<file path="config.mk">
export PLATFORM = sky130hd
export DESIGN_NAME = axis_1553_encoder_flat
export DESIGN_NICKNAME = d
export VERILOG_FILES = /design/src/rtl/axis_1553_encoder_if.sv /design/src/rtl/axis_1553_encoder.sv /design/src/flat_wrapper.sv
export SDC_FILE = /design/constraint.sdc
export NUM_CORES = 1
export LEC_CHECK = 0
export ABC_AREA = 1
export BUFFER_PORTS_ARGS = -buffer_cell sky130_fd_sc_hd__buf_2
export CORE_UTILIZATION = 59
export CTS_CLUSTER_SIZE = 8
export DETAILED_ROUTE_END_ITERATION = 16
export PLACE_DENSITY = 0.8
export SETUP_SLACK_MARGIN = 0.2
export SYNTH_ARGS = -nofsm -noshare
export SYNTH_HDL_FRONTEND = slang
export SYNTH_SLANG_ARGS = --single-unit
export TNS_END_PERCENT = 50
</file>
<file path="constraint.sdc">
create_clock -name aclk -period 1.9 [get_ports aclk]
set_input_delay 0.19 -clock aclk [delete_from_list [all_inputs] [get_ports aclk]]
set_output_delay 0.19 -clock aclk [all_outputs]
set_load 0.05 [all_outputs]
</file>
<file path="src/rtl/axis_1553_encoder_if.sv">
// AXI-Stream word channel into the 1553 encoder: 16-bit word plus sync/option flags.
interface axis_1553_encoder_if;
  logic [15:0] tdata;
  logic [7:0]  tuser;
  logic        tvalid;
  logic        tready;

  modport master (output tdata, output tuser, output tvalid, input tready);
  modport slave  (input tdata, input tuser, input tvalid, output tready);
endinterface

</file>
<file path="src/rtl/axis_1553_encoder.sv">
// AXI-Stream to MIL-STD-1553 Manchester-II encoder (1 Mbit/s), one-word holding register.
// Optional parity error injection via tuser[1] when AXIS_1553_ENCODER_PARITY_ERR_EN is defined.
module axis_1553_encoder #(
  parameter int clock_speed = 100000000,
  parameter int delay       = 0
) (
  input  logic                aclk,
  input  logic                arstn,
  axis_1553_encoder_if.slave  s_axis,
  output logic [1:0]          diff
);

  localparam int CPB  = clock_speed / 1000000;
  localparam int HALF = CPB / 2;
  localparam int CW   = $clog2(3 * CPB);
  localparam int GW   = (delay > 1) ? $clog2(delay) : 1;

  localparam logic [CW-1:0] SYNC_LAST = CW'(3 * CPB - 1);
  localparam logic [CW-1:0] SYNC_MID  = CW'(3 * HALF);
  localparam logic [CW-1:0] BIT_LAST  = CW'(CPB - 1);
  localparam logic [CW-1:0] BIT_MID   = CW'(HALF);
  localparam logic [GW-1:0] GAP_LAST  = GW'((delay > 0) ? delay - 1 : 0);

  if (clock_speed % 2000000 != 0) begin : g_bad_clock
    $error("axis_1553_encoder: clock_speed must be an integer multiple of 2000000");
  end

  typedef enum logic [2:0] {IDLE, SYNC, DATA, PARITY, GAP} state_t;

  state_t        state, state_n;
  logic [CW-1:0] cnt, cnt_n;
  logic [3:0]    bit_cnt, bit_n;
  logic [GW-1:0] gap_cnt, gap_n;
  logic [1:0]    diff_n;
  logic          load, shift, line, active;

  logic          ready_en, hold_valid, hold_cmd, hold_perr;
  logic [15:0]   hold_data;
  logic [15:0]   shreg;
  logic          sync_cmd, par_bit;
  logic          perr_in, xfer;

`ifdef AXIS_1553_ENCODER_PARITY_ERR_EN
  logic unused_tuser;
  assign unused_tuser = ^s_axis.tuser[7:2];
  assign perr_in      = s_axis.tuser[1];
`else
  logic unused_tuser;
  assign unused_tuser = ^s_axis.tuser[7:1];
  assign perr_in      = 1'b0;
`endif

  assign s_axis.tready = ready_en & ~hold_valid;
  assign xfer          = s_axis.tvalid & s_axis.tready;

  always_ff @(posedge aclk or negedge arstn) begin
    if (!arstn) begin
      ready_en   <= 1'b0;
      hold_valid <= 1'b0;
      hold_data  <= '0;
      hold_cmd   <= 1'b0;
      hold_perr  <= 1'b0;
    end else begin
      ready_en <= 1'b1;
      if (load) begin
        hold_valid <= 1'b0;
      end else if (xfer) begin
        hold_valid <= 1'b1;
        hold_data  <= s_axis.tdata;
        hold_cmd   <= s_axis.tuser[0];
        hold_perr  <= perr_in;
      end
    end
  end

  always_ff @(posedge aclk or negedge arstn) begin
    if (!arstn) begin
      state    <= IDLE;
      cnt      <= '0;
      bit_cnt  <= '0;
      gap_cnt  <= '0;
      diff     <= 2'b00;
      shreg    <= '0;
      sync_cmd <= 1'b0;
      par_bit  <= 1'b0;
    end else begin
      state   <= state_n;
      cnt     <= cnt_n;
      bit_cnt <= bit_n;
      gap_cnt <= gap_n;
      diff    <= diff_n;
      if (load) begin
        shreg    <= hold_data;
        sync_cmd <= hold_cmd;
        par_bit  <= ~(^hold_data) ^ hold_perr;
      end else if (shift) begin
        shreg <= {shreg[14:0], 1'b0};
      end
    end
  end

  always_comb begin
    state_n = state;
    cnt_n   = cnt;
    bit_n   = bit_cnt;
    gap_n   = gap_cnt;
    load    = 1'b0;
    shift   = 1'b0;
    line    = 1'b0;
    active  = 1'b0;
    unique case (state)
      IDLE: begin
        if (hold_valid) begin
          load    = 1'b1;
          cnt_n   = '0;
          state_n = SYNC;
        end
      end
      SYNC: begin
        active = 1'b1;
        line   = (cnt < SYNC_MID) ? ~sync_cmd : sync_cmd;
        if (cnt == SYNC_LAST) begin
          cnt_n   = '0;
          bit_n   = '0;
          state_n = DATA;
        end else begin
          cnt_n = cnt + 1'b1;
        end
      end
      DATA: begin
        active = 1'b1;
        line   = (cnt < BIT_MID) ? ~shreg[15] : shreg[15];
        if (cnt == BIT_LAST) begin
          cnt_n = '0;
          shift = 1'b1;
          bit_n = bit_cnt + 4'd1;
          if (bit_cnt == 4'd15) state_n = PARITY;
        end else begin
          cnt_n = cnt + 1'b1;
        end
      end
      PARITY: begin
        active = 1'b1;
        line   = (cnt < BIT_MID) ? ~par_bit : par_bit;
        if (cnt == BIT_LAST) begin
          cnt_n = '0;
          if (delay > 0) begin
            gap_n   = '0;
            state_n = GAP;
          end else if (hold_valid) begin
            load    = 1'b1;
            state_n = SYNC;
          end else begin
            state_n = IDLE;
          end
        end else begin
          cnt_n = cnt + 1'b1;
        end
      end
      GAP: begin
        // A pending word starts straight from the last gap cycle so the idle
        // run on the line is exactly 'delay' samples long.
        if (gap_cnt == GAP_LAST) begin
          if (hold_valid) begin
            load    = 1'b1;
            state_n = SYNC;
          end else begin
            state_n = IDLE;
          end
        end else begin
          gap_n = gap_cnt + 1'b1;
        end
      end
      default: state_n = IDLE;
    endcase
    diff_n = active ? {~line, line} : 2'b00;
  end

endmodule
</file>
<file path="src/flat_wrapper.sv">
// flat-port wrapper written by rule: the top's interface ports become plain ports
module axis_1553_encoder_flat 
#(
  parameter int clock_speed = 100000000,
  parameter int delay       = 0
)
  (aclk, arstn, diff, s_axis_tdata, s_axis_tuser, s_axis_tvalid, s_axis_tready);
  axis_1553_encoder_if s_axis_i ();
  input  logic aclk;
  input  logic arstn;
  output logic [1:0] diff;
  input wire logic [$bits(s_axis_i.tdata)-1:0] s_axis_tdata;
  input wire logic [$bits(s_axis_i.tuser)-1:0] s_axis_tuser;
  input wire logic [$bits(s_axis_i.tvalid)-1:0] s_axis_tvalid;
  output wire logic [$bits(s_axis_i.tready)-1:0] s_axis_tready;
  assign s_axis_i.tdata = s_axis_tdata;
  assign s_axis_i.tuser = s_axis_tuser;
  assign s_axis_i.tvalid = s_axis_tvalid;
  assign s_axis_tready = s_axis_i.tready;
  axis_1553_encoder #(.clock_speed(clock_speed), .delay(delay)) u_core (.aclk(aclk), .arstn(arstn), .s_axis(s_axis_i), .diff(diff));
endmodule
</file>
==> flow_metrics.env <==
export IMPL_status="finished, final reports clean"
export IMPL_p_comb_frac=0.284
export IMPL_crit_reg2reg_launch="u_core.cnt[1]"
export IMPL_ir_worst_vdd_v=0.000854
export IMPL_arrival_ns=1.84
export IMPL_ant_nets=0
export IMPL_path_max_fanout=18
export IMPL_routed_wl_um=6320
export IMPL_max_slew_margin=0.611
export IMPL_powerDensity_mw_per_mm2=923
export IMPL_yosys_warnings=0
export IMPL_vias_per_cell=5.26
export IMPL_cts_tree="built"
export IMPL_synth_cells=396
export IMPL_rsz0062_at_grt="yes"
export IMPL_first_pass_iters=4
export IMPL_grt_pass1_wl_um=10100
export IMPL_synth_area_mm2=0.00307
export IMPL_core_area_mm2=0.00485
export IMPL_critical_path_required_ns=2.11
export IMPL_dp_hpwl_um=4300
export IMPL_die_h_um=74.1
export IMPL_setup_tns_ns=0
export IMPL_synth_flop_cell="dfrtp_1"
export IMPL_synth_edf_count=0
export IMPL_synth_area_per_cell_um2=7.75
export IMPL_start_util=0.633
export IMPL_synth_seq_area_share=0.440
export IMPL_rows=25
export IMPL_htreeDepth=2
export IMPL_power_switching_mw=1.16
export IMPL_io_buffers=22
export IMPL_clk_pin_slew_ns=0.11
export IMPL_dieArea_mm2=0.00549
export IMPL_globalplace_congestion=0.914
export IMPL_fmax_ghz=0.615
export IMPL_slowest_delay_ns=0.42
export IMPL_tightest_slew_ns=0.583
export IMPL_p_total_mw=3.24
export IMPL_path_cells="ha_4 -> nand2_1 -> nor3_2 -> nand4_1 -> nand2_4 -> nand2_8 -> nand3b_1 -> nand3_1"
export IMPL_swShare=0.357
export IMPL_drc=0
export IMPL_antennaDiodeCount=0
export IMPL_insertion_delay_ns=0.32
export IMPL_maxSlewViolCount=0
export IMPL_io_pins=30
export IMPL_place_area_mm2=0.00326
export IMPL_max_cap_violations=0
export IMPL_drive_above_1_share=0.175
export IMPL_cts_max_path_buffers=2
export IMPL_fin_crit_sh=0.856
export IMPL_area_growth_pct=14.6
export IMPL_p_seq_frac=0.467
export IMPL_min_path_type="in2reg"
export IMPL_hold_viol_final=0
export IMPL_clockPowerShare=0.250
export IMPL_post_drt_wl_per_cell_um=12.8
export IMPL_min_from="s_axis_tdata[2]"
export IMPL_total_leakage_power_nw=1.80
export IMPL_overflow=0
export IMPL_grt_use_total=0.243
export IMPL_crit_buf_inv=0
export IMPL_crit_path_start="u_core.cnt[1]"
export IMPL_crit_path_end_kind="register"
export IMPL_cts_sinks=54
export IMPL_cpLargestDelayFamily="simple AND/OR/NAND/NOR gates"
export IMPL_nets=462
export IMPL_drt_initial_drc_count=225
export IMPL_grt_antenna_before_repair=0
export IMPL_fin_skew_ns=0.00963
export IMPL_cts_buffers=5
export IMPL_synth_seq_cells=54
export IMPL_vias=2606
export IMPL_cpMaxStageDelayCell="dfrtp_1"
export IMPL_fin_area_mm2=0.00352
export IMPL_synth_nets=431
export IMPL_worstSetupPathType="reg2reg"
export IMPL_layout_min_cycle_time_ns=1.63
export IMPL_intPower_mw=2.09
export IMPL_first_global_vias=2321
export IMPL_startpoint_type="register"
export IMPL_finalSetupViolCount=0
export IMPL_grt_max_degree=35
export IMPL_dieWidth_um=74.1
export IMPL_cts_root_buf="clkbuf_8"
export IMPL_yosysUniqueCellTypes=29
export IMPL_synthArstFlopShare=1.00
-- worst register-to-register path, stage by stage (launching register included) --
cell	delay, ns
dfrtp_1	0.42
ha_4	0.17
nand2_1	0.06
nor3_2	0.15
nand4_1	0.17
nand2_4	0.16
nand2_8	0.14
nand3b_1	0.17
nand3_1	0.08
-- synth_stat cells (4+ instances only) --
library cell	n	area share
o21ai_1	4	0.0065
nand3_1	47	0.077
buf_2	4	0.0065
nor3_1	4	0.0065
ha_1	8	0.033
dfrtp_1	54	0.44
inv_1	38	0.046
nand2_1	121	0.15
nand3b_1	15	0.037
a21oi_1	18	0.029
mux2_2	8	0.029
xor2_1	7	0.020
nor2_1	29	0.035
o21ai_0	10	0.016
xnor2_1	5	0.014
-- power by group through the flow --
| stage | clock [mW] | sequential, mW | combinational [mW] |
|---|---|---|---|
| after global routing | 0.863 | 1.54 | 1.11 |
| after CTS | 0.828 | 1.51 | 0.922 |
| after floorplan | 0 | 1.47 | 0.734 |
| after detailed placement | 0 | 1.53 | 0.915 |
| final | 0.810 | 1.51 | 0.921 |
| after global placement | 0 | 1.52 | 0.861 |
-- through the flow --
step	worst slack, ns	instances	utilization	hold WS, ns
6_report	0.274	495	0.725	0.0908
3_5_place_dp	0.182	478	0.671	0.232
3_3_place_gp	0.210	478	0.671	0.218
2_1_floorplan	0.399	396	-	-0.106
5_1_grt	0.183	495	0.725	0.0825
4_1_cts	0.196	487	0.701	0.0809
-- repair_timing --
action,in CTS,in global routing
gates resized for setup,3,16
hold endpoints to repair,24,0
hold buffers,1,0
buffers inserted,0,6
gates cloned,0,2
pin swaps,0,6
endpoints found under the setup margin,21,32
-- per-layer routing --
metal  track usage  up-vias  part of all wire
met3        0.0474        9             0.042
li1              -     1333                 -
met4        0.0769        0             0.013
met1         0.326     1203              0.47
met5             0        -                 0
met2         0.399       61              0.47
-- cell usage in the layout, fill, tap and decap left out, types with 3 or more instances in the layout --
| master | count |
|---|---|
| nand2_1 | 117 |
| nor2_1 | 27 |
| o21ai_1 | 5 |
| inv_1 | 38 |
| a21oi_1 | 18 |
| nand2_2 | 6 |
| xor2_1 | 7 |
| nand4_1 | 3 |
| nand3b_1 | 15 |
| buf_2 | 22 |
| nand3_1 | 46 |
| clkbuf_8 | 5 |
| dfrtp_1 | 53 |
| ha_1 | 5 |
| nor2_2 | 3 |
| nor3_1 | 4 |
| o21ai_0 | 8 |
| mux2_2 | 8 |
| buf_4 | 7 |
| xnor2_1 | 5 |
-- final cells by class --
cell class                      count  area [um^2]
Multi-Input combinational cell    292         1580
Sequential cell                    54         1350
Fill cell                         399         1330
Timing Repair Buffer               32          213
Inverter                           41          166
Tap cell                           67         83.8
Clock buffer                        5         68.8
Clock inverter                      3         47.5
Timing Repair inverter              1         8.76
-- registers in the layout (all words and copies together) (netlist names) --
| signal | flops |
|---|---|
| u_core.state | 2 |
| u_core.hold_valid | 1 |
| u_core.par_bit | 1 |
| u_core.diff | 2 |
| u_core.hold_cmd | 1 |
| u_core.shreg | 16 |
| u_core.cnt | 9 |
| u_core.sync_cmd | 1 |
| u_core.ready_en | 1 |
| u_core.hold_data | 16 |
| u_core.bit_cnt | 4 |
-- cell families (layout without fill, tap and decap cells) --
group,after synthesis,count (layout),synth area share
and+or+nand+nor,229,230,0.335
xor gates and xnor gates,12,12,0.0343
other,1,1,0.00122
buffers and inverters,51,82,0.0718
DFF,54,54,0.440
muxes,8,8,0.0294
AOI/OAI and AO/OA,33,33,0.0551
adders and majority gates,8,8,0.0326
-- path summary, 6_finish.rpt --
| kind | to | slack, ns | cells past startpoint |
|---|---|---|---|
| min reg2reg | u_core.sync_cmd | 0.50 | 2 |
| min | u_core.hold_data[2] | 0.09 | 2 |
| min in group asynchronous | u_core.cnt[7] | 0.39 | 2 |
| max in group asynchronous | u_core.shreg[7] | 0.94 | 3 |
| max reg2reg | u_core.shreg[10] | 0.27 | 8 |
| max | u_core.shreg[10] | 0.27 | 8 |
(Power assumes the default switching activity.)
